===== config.mk =====
export PLATFORM = sky130hd
export DESIGN_NAME = datapoint_buffer_reader_flat
export DESIGN_NICKNAME = d
export VERILOG_FILES = /design/src/rtl/datapoint_buffer_reader_pkg.sv /design/src/rtl/datapoint_buffer_reader_if.sv /design/src/rtl/dp_sync_fifo.sv /design/src/rtl/datapoint_buffer_reader.sv /design/src/flat_wrapper.sv
export SDC_FILE = /design/constraint.sdc
export NUM_CORES = 1
export LEC_CHECK = 0
export CAP_MARGIN = 5
export CORE_ASPECT_RATIO = 1.4
export CORE_MARGIN = 1.5
export CORE_UTILIZATION = 35
export CTS_BUF_LIST = sky130_fd_sc_hd__clkbuf_16
export DETAILED_ROUTE_END_ITERATION = 10
export SLEW_MARGIN = 5
export SYNTH_ARGS = -nofsm -noshare
export SYNTH_HDL_FRONTEND = slang
export SYNTH_SLANG_ARGS = --single-unit

===== constraint.sdc =====
create_clock -name clock -period 3.7 [get_ports clock]
set_clock_uncertainty 0.15 [all_clocks]
set_input_delay 0.925 -clock clock [delete_from_list [all_inputs] [get_ports clock]]
set_output_delay 0.925 -clock clock [all_outputs]
set_load 0.02 [all_outputs]

===== src/rtl/datapoint_buffer_reader_pkg.sv =====
// Shared definitions for the datapoint buffer accessors: default widths,
// reader FSM encoding and the memory-port bundle.
package datapoint_buffer_reader_pkg;

  localparam int DP_DATA_W = 16;
  localparam int DP_ADDR_W = 10;

  typedef enum logic [1:0] {
    IDLE  = 2'd0,
    ISSUE = 2'd1,
    DRAIN = 2'd2,
    DONE  = 2'd3
  } state_t;

  // Request half of the datapoint buffer port; read data returns separately.
  typedef struct packed {
    logic                 wrEna;
    logic [DP_ADDR_W-1:0] Addr;
    logic [DP_DATA_W-1:0] dataIn;
  } mem_req_t;

  typedef logic [DP_DATA_W-1:0] mem_rsp_t;

endpackage


===== src/rtl/datapoint_buffer_reader_if.sv =====
// Memory port plus ready/valid output stream of the datapoint buffer reader.
interface datapoint_buffer_reader_if
  import datapoint_buffer_reader_pkg::*;
#(
  parameter int DATA_W = DP_DATA_W,
  parameter int ADDR_W = DP_ADDR_W
) ();

  logic              mem_wrEna;
  logic [ADDR_W-1:0] mem_Addr;
  logic [DATA_W-1:0] mem_dataIn;
  logic [DATA_W-1:0] mem_rdData;

  logic              out_valid;
  logic              out_ready;
  logic [DATA_W-1:0] out_bits;
  logic              out_last;

  modport master (
    output mem_wrEna, mem_Addr, mem_dataIn, out_valid, out_bits, out_last,
    input  mem_rdData, out_ready
  );

  modport slave (
    input  mem_wrEna, mem_Addr, mem_dataIn, out_valid, out_bits, out_last,
    output mem_rdData, out_ready
  );

endinterface


===== src/rtl/dp_sync_fifo.sv =====
// Small synchronous FIFO with occupancy count; a push and a pop in the
// same cycle are both honoured, even when full.
module dp_sync_fifo #(
  parameter  int DATA_W     = 16,
  parameter  int FIFO_DEPTH = 2,
  localparam int PTR_W      = (FIFO_DEPTH > 1) ? $clog2(FIFO_DEPTH) : 1,
  localparam int CNT_W      = $clog2(FIFO_DEPTH + 1)
) (
  input  logic              clock,
  input  logic              reset,
  input  logic              push,
  input  logic [DATA_W-1:0] push_data,
  input  logic              pop,
  output logic [DATA_W-1:0] head,
  output logic              full,
  output logic              empty,
  output logic [CNT_W-1:0]  count
);

  logic [DATA_W-1:0] mem [FIFO_DEPTH];
  logic [PTR_W-1:0]  wr_ptr;
  logic [PTR_W-1:0]  rd_ptr;
  logic              do_push;
  logic              do_pop;

  function automatic logic [PTR_W-1:0] bump(input logic [PTR_W-1:0] p);
    return (p == PTR_W'(FIFO_DEPTH - 1)) ? '0 : p + 1'b1;
  endfunction

  assign full    = (count == CNT_W'(FIFO_DEPTH));
  assign empty   = (count == '0);
  assign do_pop  = pop && !empty;
  assign do_push = push && (!full || do_pop);
  assign head    = mem[rd_ptr];

  always_ff @(posedge clock or posedge reset) begin
    if (reset) begin
      for (int i = 0; i < FIFO_DEPTH; i++) mem[i] <= '0;
      wr_ptr <= '0;
      rd_ptr <= '0;
      count  <= '0;
    end else begin
      if (do_push) begin
        mem[wr_ptr] <= push_data;
        wr_ptr      <= bump(wr_ptr);
      end
      if (do_pop) rd_ptr <= bump(rd_ptr);
      count <= count + CNT_W'(do_push) - CNT_W'(do_pop);
    end
  end

  // The reader's credit scheme must never push into a full FIFO without a pop.
  a_no_overflow: assert property (@(posedge clock) disable iff (reset)
    !(push && full && !pop));

endmodule


===== src/rtl/datapoint_buffer_reader.sv =====
// Streams a contiguous run of datapoints from the buffer memory onto a
// ready/valid stream, hiding read latency behind a credit-controlled FIFO.
module datapoint_buffer_reader
  import datapoint_buffer_reader_pkg::*;
#(
  parameter int DATA_W     = DP_DATA_W,
  parameter int ADDR_W     = DP_ADDR_W,
  parameter int RD_LAT     = 1,
  parameter int FIFO_DEPTH = 2
) (
  input  logic                clock,
  input  logic                reset,
  input  logic                io_start,
  input  logic [ADDR_W-1:0]   io_base,
  input  logic [ADDR_W:0]     io_count,
  output logic                io_busy,
  output logic                io_done,
  datapoint_buffer_reader_if.master io
);

  localparam int CNT_W = $clog2(FIFO_DEPTH + 1);

  state_t            state;
  state_t            next_state;
  logic [ADDR_W-1:0] rd_ptr;
  logic [ADDR_W:0]   count_q;
  logic [ADDR_W:0]   issued;
  logic [ADDR_W:0]   delivered;
  logic [RD_LAT-1:0] pipe;
  logic              issue;
  logic              xfer;
  logic              start_run;
  logic              fifo_full;
  logic              fifo_empty;
  logic [CNT_W-1:0]  fifo_count;
  logic [DATA_W-1:0] fifo_head;
  int                credit_used;

  assign xfer      = !fifo_empty && io.out_ready;
  assign start_run = (state == IDLE) && io_start && (io_count != '0);

  always_ff @(posedge clock or posedge reset) begin
    if (reset) state <= IDLE;
    else       state <= next_state;
  end

  // A word popped this cycle frees its slot, which keeps full throughput.
  always_comb begin
    next_state  = state;
    io_busy     = 1'b0;
    io_done     = 1'b0;
    credit_used = int'(fifo_count) + $countones(pipe) - (xfer ? 1 : 0);
    issue       = (state == ISSUE) && (issued < count_q) && (credit_used < FIFO_DEPTH);
    case (state)
      IDLE: begin
        if (io_start) next_state = (io_count == '0) ? DONE : ISSUE;
      end
      ISSUE: begin
        io_busy = 1'b1;
        if (issued == count_q) next_state = DRAIN;
      end
      DRAIN: begin
        io_busy = 1'b1;
        if ((delivered == count_q) || (xfer && io.out_last)) next_state = DONE;
      end
      DONE: begin
        io_busy    = 1'b1;
        io_done    = 1'b1;
        next_state = IDLE;
      end
      default: next_state = IDLE;
    endcase
  end

  always_ff @(posedge clock or posedge reset) begin
    if (reset) begin
      rd_ptr    <= '0;
      count_q   <= '0;
      issued    <= '0;
      delivered <= '0;
      pipe      <= '0;
    end else begin
      pipe <= (pipe << 1) | RD_LAT'(issue);
      if (start_run) begin
        rd_ptr    <= io_base;
        count_q   <= io_count;
        issued    <= '0;
        delivered <= '0;
      end else begin
        if (issue) begin
          rd_ptr <= rd_ptr + 1'b1;
          issued <= issued + 1'b1;
        end
        if (xfer) delivered <= delivered + 1'b1;
      end
    end
  end

  dp_sync_fifo #(
    .DATA_W     (DATA_W),
    .FIFO_DEPTH (FIFO_DEPTH)
  ) u_fifo (
    .clock     (clock),
    .reset     (reset),
    .push      (pipe[RD_LAT-1]),
    .push_data (io.mem_rdData),
    .pop       (xfer),
    .head      (fifo_head),
    .full      (fifo_full),
    .empty     (fifo_empty),
    .count     (fifo_count)
  );

  assign io.mem_wrEna  = 1'b0;
  assign io.mem_dataIn = '0;
  assign io.mem_Addr   = rd_ptr;
  assign io.out_valid  = !fifo_empty;
  assign io.out_bits   = fifo_head;
  assign io.out_last   = !fifo_empty && (delivered == count_q - 1'b1);

endmodule


===== src/flat_wrapper.sv =====
// flat-port wrapper written by rule: the top's interface ports become plain ports
module datapoint_buffer_reader_flat import datapoint_buffer_reader_pkg::*;
#(
  parameter int DATA_W     = DP_DATA_W,
  parameter int ADDR_W     = DP_ADDR_W,
  parameter int RD_LAT     = 1,
  parameter int FIFO_DEPTH = 2
)
  (clock, reset, io_start, io_base, io_count, io_busy, io_done, io_mem_wrEna, io_mem_Addr, io_mem_dataIn, io_out_valid, io_out_bits, io_out_last, io_mem_rdData, io_out_ready);
  datapoint_buffer_reader_if #(.DATA_W(DATA_W), .ADDR_W(ADDR_W)) io_i ();
  input  logic clock;
  input  logic reset;
  input  logic io_start;
  input  logic [ADDR_W-1:0] io_base;
  input  logic [ADDR_W:0] io_count;
  output logic io_busy;
  output logic io_done;
  output wire logic [$bits(io_i.mem_wrEna)-1:0] io_mem_wrEna;
  output wire logic [$bits(io_i.mem_Addr)-1:0] io_mem_Addr;
  output wire logic [$bits(io_i.mem_dataIn)-1:0] io_mem_dataIn;
  output wire logic [$bits(io_i.out_valid)-1:0] io_out_valid;
  output wire logic [$bits(io_i.out_bits)-1:0] io_out_bits;
  output wire logic [$bits(io_i.out_last)-1:0] io_out_last;
  input wire logic [$bits(io_i.mem_rdData)-1:0] io_mem_rdData;
  input wire logic [$bits(io_i.out_ready)-1:0] io_out_ready;
  assign io_mem_wrEna = io_i.mem_wrEna;
  assign io_mem_Addr = io_i.mem_Addr;
  assign io_mem_dataIn = io_i.mem_dataIn;
  assign io_out_valid = io_i.out_valid;
  assign io_out_bits = io_i.out_bits;
  assign io_out_last = io_i.out_last;
  assign io_i.mem_rdData = io_mem_rdData;
  assign io_i.out_ready = io_out_ready;
  datapoint_buffer_reader #(.DATA_W(DATA_W), .ADDR_W(ADDR_W), .RD_LAT(RD_LAT), .FIFO_DEPTH(FIFO_DEPTH)) u_core (.clock(clock), .reset(reset), .io_start(io_start), .io_base(io_base), .io_count(io_count), .io_busy(io_busy), .io_done(io_done), .io(io_i));
endmodule

==> results of run 1 <==
cells in the final DEF, fill, tap and decap left out, types with 18 or more instances in the layout:
master / instances
clkdlybuf4s50_1: 69
dfrtp_1: 82
nor2_1: 33
mux2_2: 48
o21ai_0: 18
nand2_1: 29
xnor2_1: 19
inv_1: 31
buf_4: 20
ha_1: 28
nand3_1: 20
cell usage after synthesis (3+ instances only):
library cell and count:
nand4_1 9, inv_1 32, ha_1 28, nor3_1 6
mux2_2 48, or3_1 6, nand2b_1 3, a31oi_1 10
xor2_1 10, o21ai_0 18, buf_4 17, nor2b_1 5
xnor2_1 19, and3_1 9, o31ai_1 17, mux2i_1 4
nor4_1 6, a21oi_1 17, or4_1 15, clkbuf_1 17
dfrtp_1 82, nor2_1 33, a21o_1 4, nand2_1 29
nand3_1 20
how the worst max path moves through the flow:
stage / end / slack (ps) / cells past startpoint
5_1_grt: io_out_last / 8 / 8
3_3_place_gp: u_core.io.mem_Addr[6]$_DFFE_PP0P_ / 20 / 10
2_1_floorplan: io_out_last / 270 / 7
4_1_cts: io_out_last / 3 / 8
3_5_place_dp: io_out_last / -50 / 8
6_report: io_out_last / 110 / 8
registers in the layout, summed over array words and instances, names as in the netlist:
| signal | cells |
|---|---|
| u_core.count_q | 11 |
| u_core.delivered | 11 |
| u_core.io.mem_Addr | 10 |
| u_core.issued | 11 |
| u_core.pipe | 1 |
| u_core.state | 2 |
| u_core.u_fifo.count | 2 |
| u_core.u_fifo.mem | 32 |
| u_core.u_fifo.rd_ptr | 1 |
| u_core.u_fifo.wr_ptr | 1 |
power breakdown:
part | internal, mW | switching (mW) | total [mW]
logic | 1.32 | 1.35 | 2.67
registers | 1.26 | 0.309 | 1.57
clock network | 0.727 | 0.369 | 1.10
total | 3.31 | 2.03 | 5.34
kinds of logic (layout without fill, tap and decap cells):
logic type	after synthesis	after routing	synth area share
AOI/OAI and AO/OA	79	79	0.104
adders and majority gates	29	29	0.0756
DFF	82	82	0.419
other	1	17	0.000765
muxes	52	52	0.118
buffers and inverters	68	140	0.0682
xor gates and xnor gates	29	29	0.0518
and+or+nand+nor	150	150	0.162
timing repair:
action                                  4_1_cts  5_1_grt
resized for setup                             6        1
endpoints found under the setup margin        1        1
pin swaps                                     1        0
hold buffers                                  0        0
hold endpoints to repair                      0        0
layer usage:
metal / global-route usage / vias to the layer above / wire length, um
met3: 0.0206 / 23 / 416
met4: 0.0882 / 0 / 391
met2: 0.298 / 90 / 6040
met5: 0 / - / 0
li1: - / 1890 / -
met1: 0.181 / 1883 / 4610
layout make-up:
class	count	area, um2	area share
Sequential cell	82	2050	0.328
Inverter	32	121	0.0194
Clock buffer	9	225	0.0360
Multi-Input combinational cell	356	2590	0.415
Clock inverter	7	141	0.0226
Timing Repair Buffer	92	886	0.142
Tap cell	185	231	0.0370
==> results.tsv, run 1 <==
metric	value	unit
fin_total_pwr	5.34	mW
final_max_slew_viol_count	0	
antenna_found_initial	0	
rows	51	
io-pin-count	88	
grt-ovfl-total	0	
crit_chain	inv_1 > ha_1 > or4b_2 > buf_4 > o31a_1 > o22ai_2 > and4b_1 > buf_2	
vias_per_cell	5.09	
timing.setup.tns	0	ps
crit_arrival	2520	ps
clock.fmax	278	MHz
track_usage	0.164	
yosys_warnings	0	
die_w	103	um
drc	0	
rsz0062_at_grt	false	
end_kind	output port	
crit_slowest_cell	or4b_2	
hpwl	8.51	mm
grt_max_degree	83	
fill_cells	1340	
first_pass_iters	4	
nets	643	
holdPathStages	1	
synth_area	0.00490	mm2
h-tree-depth	3	
worstMarginPinSlew	1130	ps
hold_class	reg -> reg	
cts.path.max_buffers	2	
synth_area_leader_cell	dfrtp_1	
maxCapViolations	0	
coreArea	0.0138	mm2
cts_made_buffers	9	
wl_per_cell	15.0	um
ys_seq_area_frac	0.419	
ff2ff_path_depth	11	
reg2reg_to	u_core.io.mem_Addr[6]$_DFFE_PP0P_	
syn_avg_cell_area	10.0	um2
crit_buf_inv	3	
final_hold_viol_count	0	
crit_type	reg -> out	
cp-startpoint	u_core.count_q[1]$_DFFE_PP0P_	
synth.distinct_cells	47	
status	finished, final reports clean	
post-route-period-util	0.971	
worst-endpoint-required	2620	ps
synthFlopType	dfrtp_1	
final_cells	763	
synth.area.top_cells	dfrtp_1, mux2_2, ha_1	
clk_latency	340	ps
gp_congestion	0.817	
pwr_density_cell	855	mW/mm2
yosysTopAreaCellShare	0.419	
die_area	0.0147	mm2
critPathLaunchType	flop	
cts_tree	yes	
finalSetupViolCount	0	
slew_headroom	0.246	
synth_edf_count	0	
layout_setup_ws	108	ps
synth_seq_cells	82	
pre_cts_ws	-45.2	ps
port_buffers	70	
cts_setup_buffers	0	
ff2ff_setup_slack	460	ps
synthToLayoutAreaGrowth	27.6	%
clock-sinks	82	
drive_gt1_frac	0.168	
dp.cells	747	
n_antenna_cell	0	
die_h	143	um
grt_pass1_wl	18.7	mm
postPlaceCellArea	0.00587	mm2
path_clk_slew	60	ps
cp_max_fo	2	
ir_drop	0.360	mV
initial_utilization	0.355	
cts_root_buf	clkbuf_16	
drt-total-wl	11.5	mm
finish.utilization	0.453	
grt_pass1_vias	3904	
design_area	0.00625	mm2
synthCells	490	
min_to	u_core.u_fifo.mem[10]$_DFFE_PP0P_	
p_leak	2.70	nW
r2r-start	u_core.u_fifo.count[0]$_DFF_PP0_	
finalCriticalPeriod	3590	ps
dr_total_vias	3886	
critPathTopFamily	simple AND/OR/NAND/NOR gates	
slowest_delay	620	ps
hold_ws	350	ps
ant_nets	0	
drt-initial-drc-count	170	
hp-start	u_core.u_fifo.mem[10]$_DFFE_PP0P_	
synthArstFlopShare	1.00	
(Power assumes the default switching activity.)
==> inputs of run 2 (changes only) <==
--- a/config.mk
+++ b/config.mk
@@ -11,6 +11,7 @@
 export CORE_UTILIZATION = 35
 export CTS_BUF_LIST = sky130_fd_sc_hd__clkbuf_16
 export DETAILED_ROUTE_END_ITERATION = 10
+export RECOVER_POWER = 50
 export SLEW_MARGIN = 5
 export SYNTH_ARGS = -nofsm -noshare
 export SYNTH_HDL_FRONTEND = slang
==> results.tsv, run 2 (synthesis results as in run 1) <==
metric	value	unit
cp-endpoint	io_out_last	
drt-total-wl	11.5	mm
cp_max_fo	2	
io-pin-count	88	
die_w	103	um
post-route-period-util	0.971	
cts_root_buf	clkbuf_16	
clk_latency	340	ps
layout_common_cells	dfrtp_1, clkdlybuf4s50_1, mux2_2, nor2_1, inv_1	
clock-sinks	82	
fill_cells	1343	
maxCapViolations	1	
crit_slowest_cell	or4b_2	
slew_headroom	-0.379	
dr_total_vias	3890	
grt_pass1_wl	18.7	mm
p_leak	2.69	nW
gp_congestion	0.817	
r2r-start	u_core.u_fifo.count[0]$_DFF_PP0_	
cts_setup_buffers	0	
antenna_found_initial	0	
die_h	143	um
drive_gt1_frac	0.164	
worst-endpoint-required	2620	ps
ff2ff_setup_slack	460	ps
ctsHoldBuffers	0	
largest_register	u_core.u_fifo.mem	
hpwl	8.51	mm
ir_drop	0.360	mV
design_area	0.00623	mm2
postPlaceCellArea	0.00587	mm2
status	finished, violations left	
ant_nets	0	
h-tree-depth	3	
finish.utilization	0.452	
first_pass_iters	4	
wl_per_cell	15.0	um
final_max_slew_viol_count	83	
final_common_cell	dfrtp_1	
hold_class	reg -> reg	
crit_chain	inv_1 > ha_1 > or4b_2 > buf_4 > o31a_1 > o22ai_2 > and4b_1 > buf_2	
nets	643	
grt_max_degree	83	
n_antenna_cell	0	
vias_per_cell	5.10	
finalCriticalPeriod	3590	ps
seqCellArea	0.00205	mm2
critPathLaunchType	flop	
clock.fmax	278	MHz
worstMarginPinSlew	2070	ps
grt_pass1_vias	3904	
cts.path.max_buffers	2	
cp-startpoint	u_core.count_q[1]$_DFFE_PP0P_	
rsz0062_at_grt	false	
drc	0	
violations	max-capacitance violations, max-slew violations	
die_area	0.0147	mm2
path_clk_slew	60	ps
hold_ws	350	ps
slowest_delay	620	ps
grt-ovfl-total	0	
finalSetupViolCount	0	
pwr_density_cell	856	mW/mm2
largest_reg_flops	32	
end_kind	output port	
port_buffers	70	
coreArea	0.0138	mm2
initial_utilization	0.355	
drt-initial-drc-count	170	
reg2reg_to	u_core.io.mem_Addr[6]$_DFFE_PP0P_	
ff2ff_path_depth	11	
pre_cts_ws	-45.2	ps
track_usage	0.164	
rows	51	
cts_tree	yes	
multiInputGateArea	0.00259	mm2
final_hold_viol_count	0	
crit_arrival	2520	ps
synthToLayoutAreaGrowth	27.1	%
layout_setup_ws	108	ps
crit_type	reg -> out	
cts_made_buffers	9	
==> run 2: worst min path at each step <==
stage / startpoint / to / slack [ps] / depth (start not counted)
3_3_place_gp: u_core.u_fifo.mem[12]$_DFFE_PP0P_ / u_core.u_fifo.mem[12]$_DFFE_PP0P_ / 330 / 1
2_1_floorplan: u_core.u_fifo.wr_ptr$_DFFE_PP0P_ / u_core.u_fifo.wr_ptr$_DFFE_PP0P_ / 320 / 1
6_report: u_core.u_fifo.mem[10]$_DFFE_PP0P_ / u_core.u_fifo.mem[10]$_DFFE_PP0P_ / 350 / 1
3_5_place_dp: u_core.u_fifo.mem[12]$_DFFE_PP0P_ / u_core.u_fifo.mem[12]$_DFFE_PP0P_ / 340 / 1
4_1_cts: u_core.u_fifo.mem[10]$_DFFE_PP0P_ / u_core.u_fifo.mem[10]$_DFFE_PP0P_ / 350 / 1
5_1_grt: u_core.u_fifo.mem[13]$_DFFE_PP0P_ / u_core.u_fifo.mem[13]$_DFFE_PP0P_ / 370 / 1
==> run 2: critical path: cells and delay by family (launching register included) <==
kind                     cells  cell delay, ps
AND/OR/NAND/NOR              2             830
AO/OA/AOI/OAI                2             430
buffers and inverters        3             400
flip-flops                   1             380
adder cells (fa/ha/maj)      1             150
==> run 2: final cells by class <==
type,instances,share of cell area
well taps,185,0.0372
inverters,32,0.0195
repair buffers,92,0.139
multi-input cells,356,0.416
clock inverters,7,0.0227
clock buffers,9,0.0362
flip-flops and latches,82,0.330
==> run 2: report_power, final <==
part	internal, mW	switching, mW	total (mW)
clock	0.727	0.369	1.10
sequential	1.26	0.309	1.57
combinational	1.31	1.35	2.66
==> run 2: per-layer routing <==
layer,routed length [um],vias to the layer above,GRT usage
met3,433,23,0.0206
met4,391,0,0.0882
met2,6030,93,0.298
met1,4600,1883,0.181
li1,-,1891,-
met5,0,-,0
==> run 2: timing repair <==
action / in CTS / in global routing
setup endpoints to repair: 1 / 1
pin swaps: 1 / 0
endpoints found under the hold margin: 0 / 0
resized for setup: 6 / 1
==> run 2: through the flow <==
| step | setup TNS [ps] | total power, mW | cells |
|---|---|---|---|
| after detailed placement | -216 | 4.25 | 747 |
| after global routing | 0 | 5.72 | 763 |
| final | 0 | 5.33 | 763 |
| after floorplan | 0 | 3.27 | 506 |
| after CTS | 0 | 5.40 | 763 |
| after global placement | 0 | 4.17 | 747 |
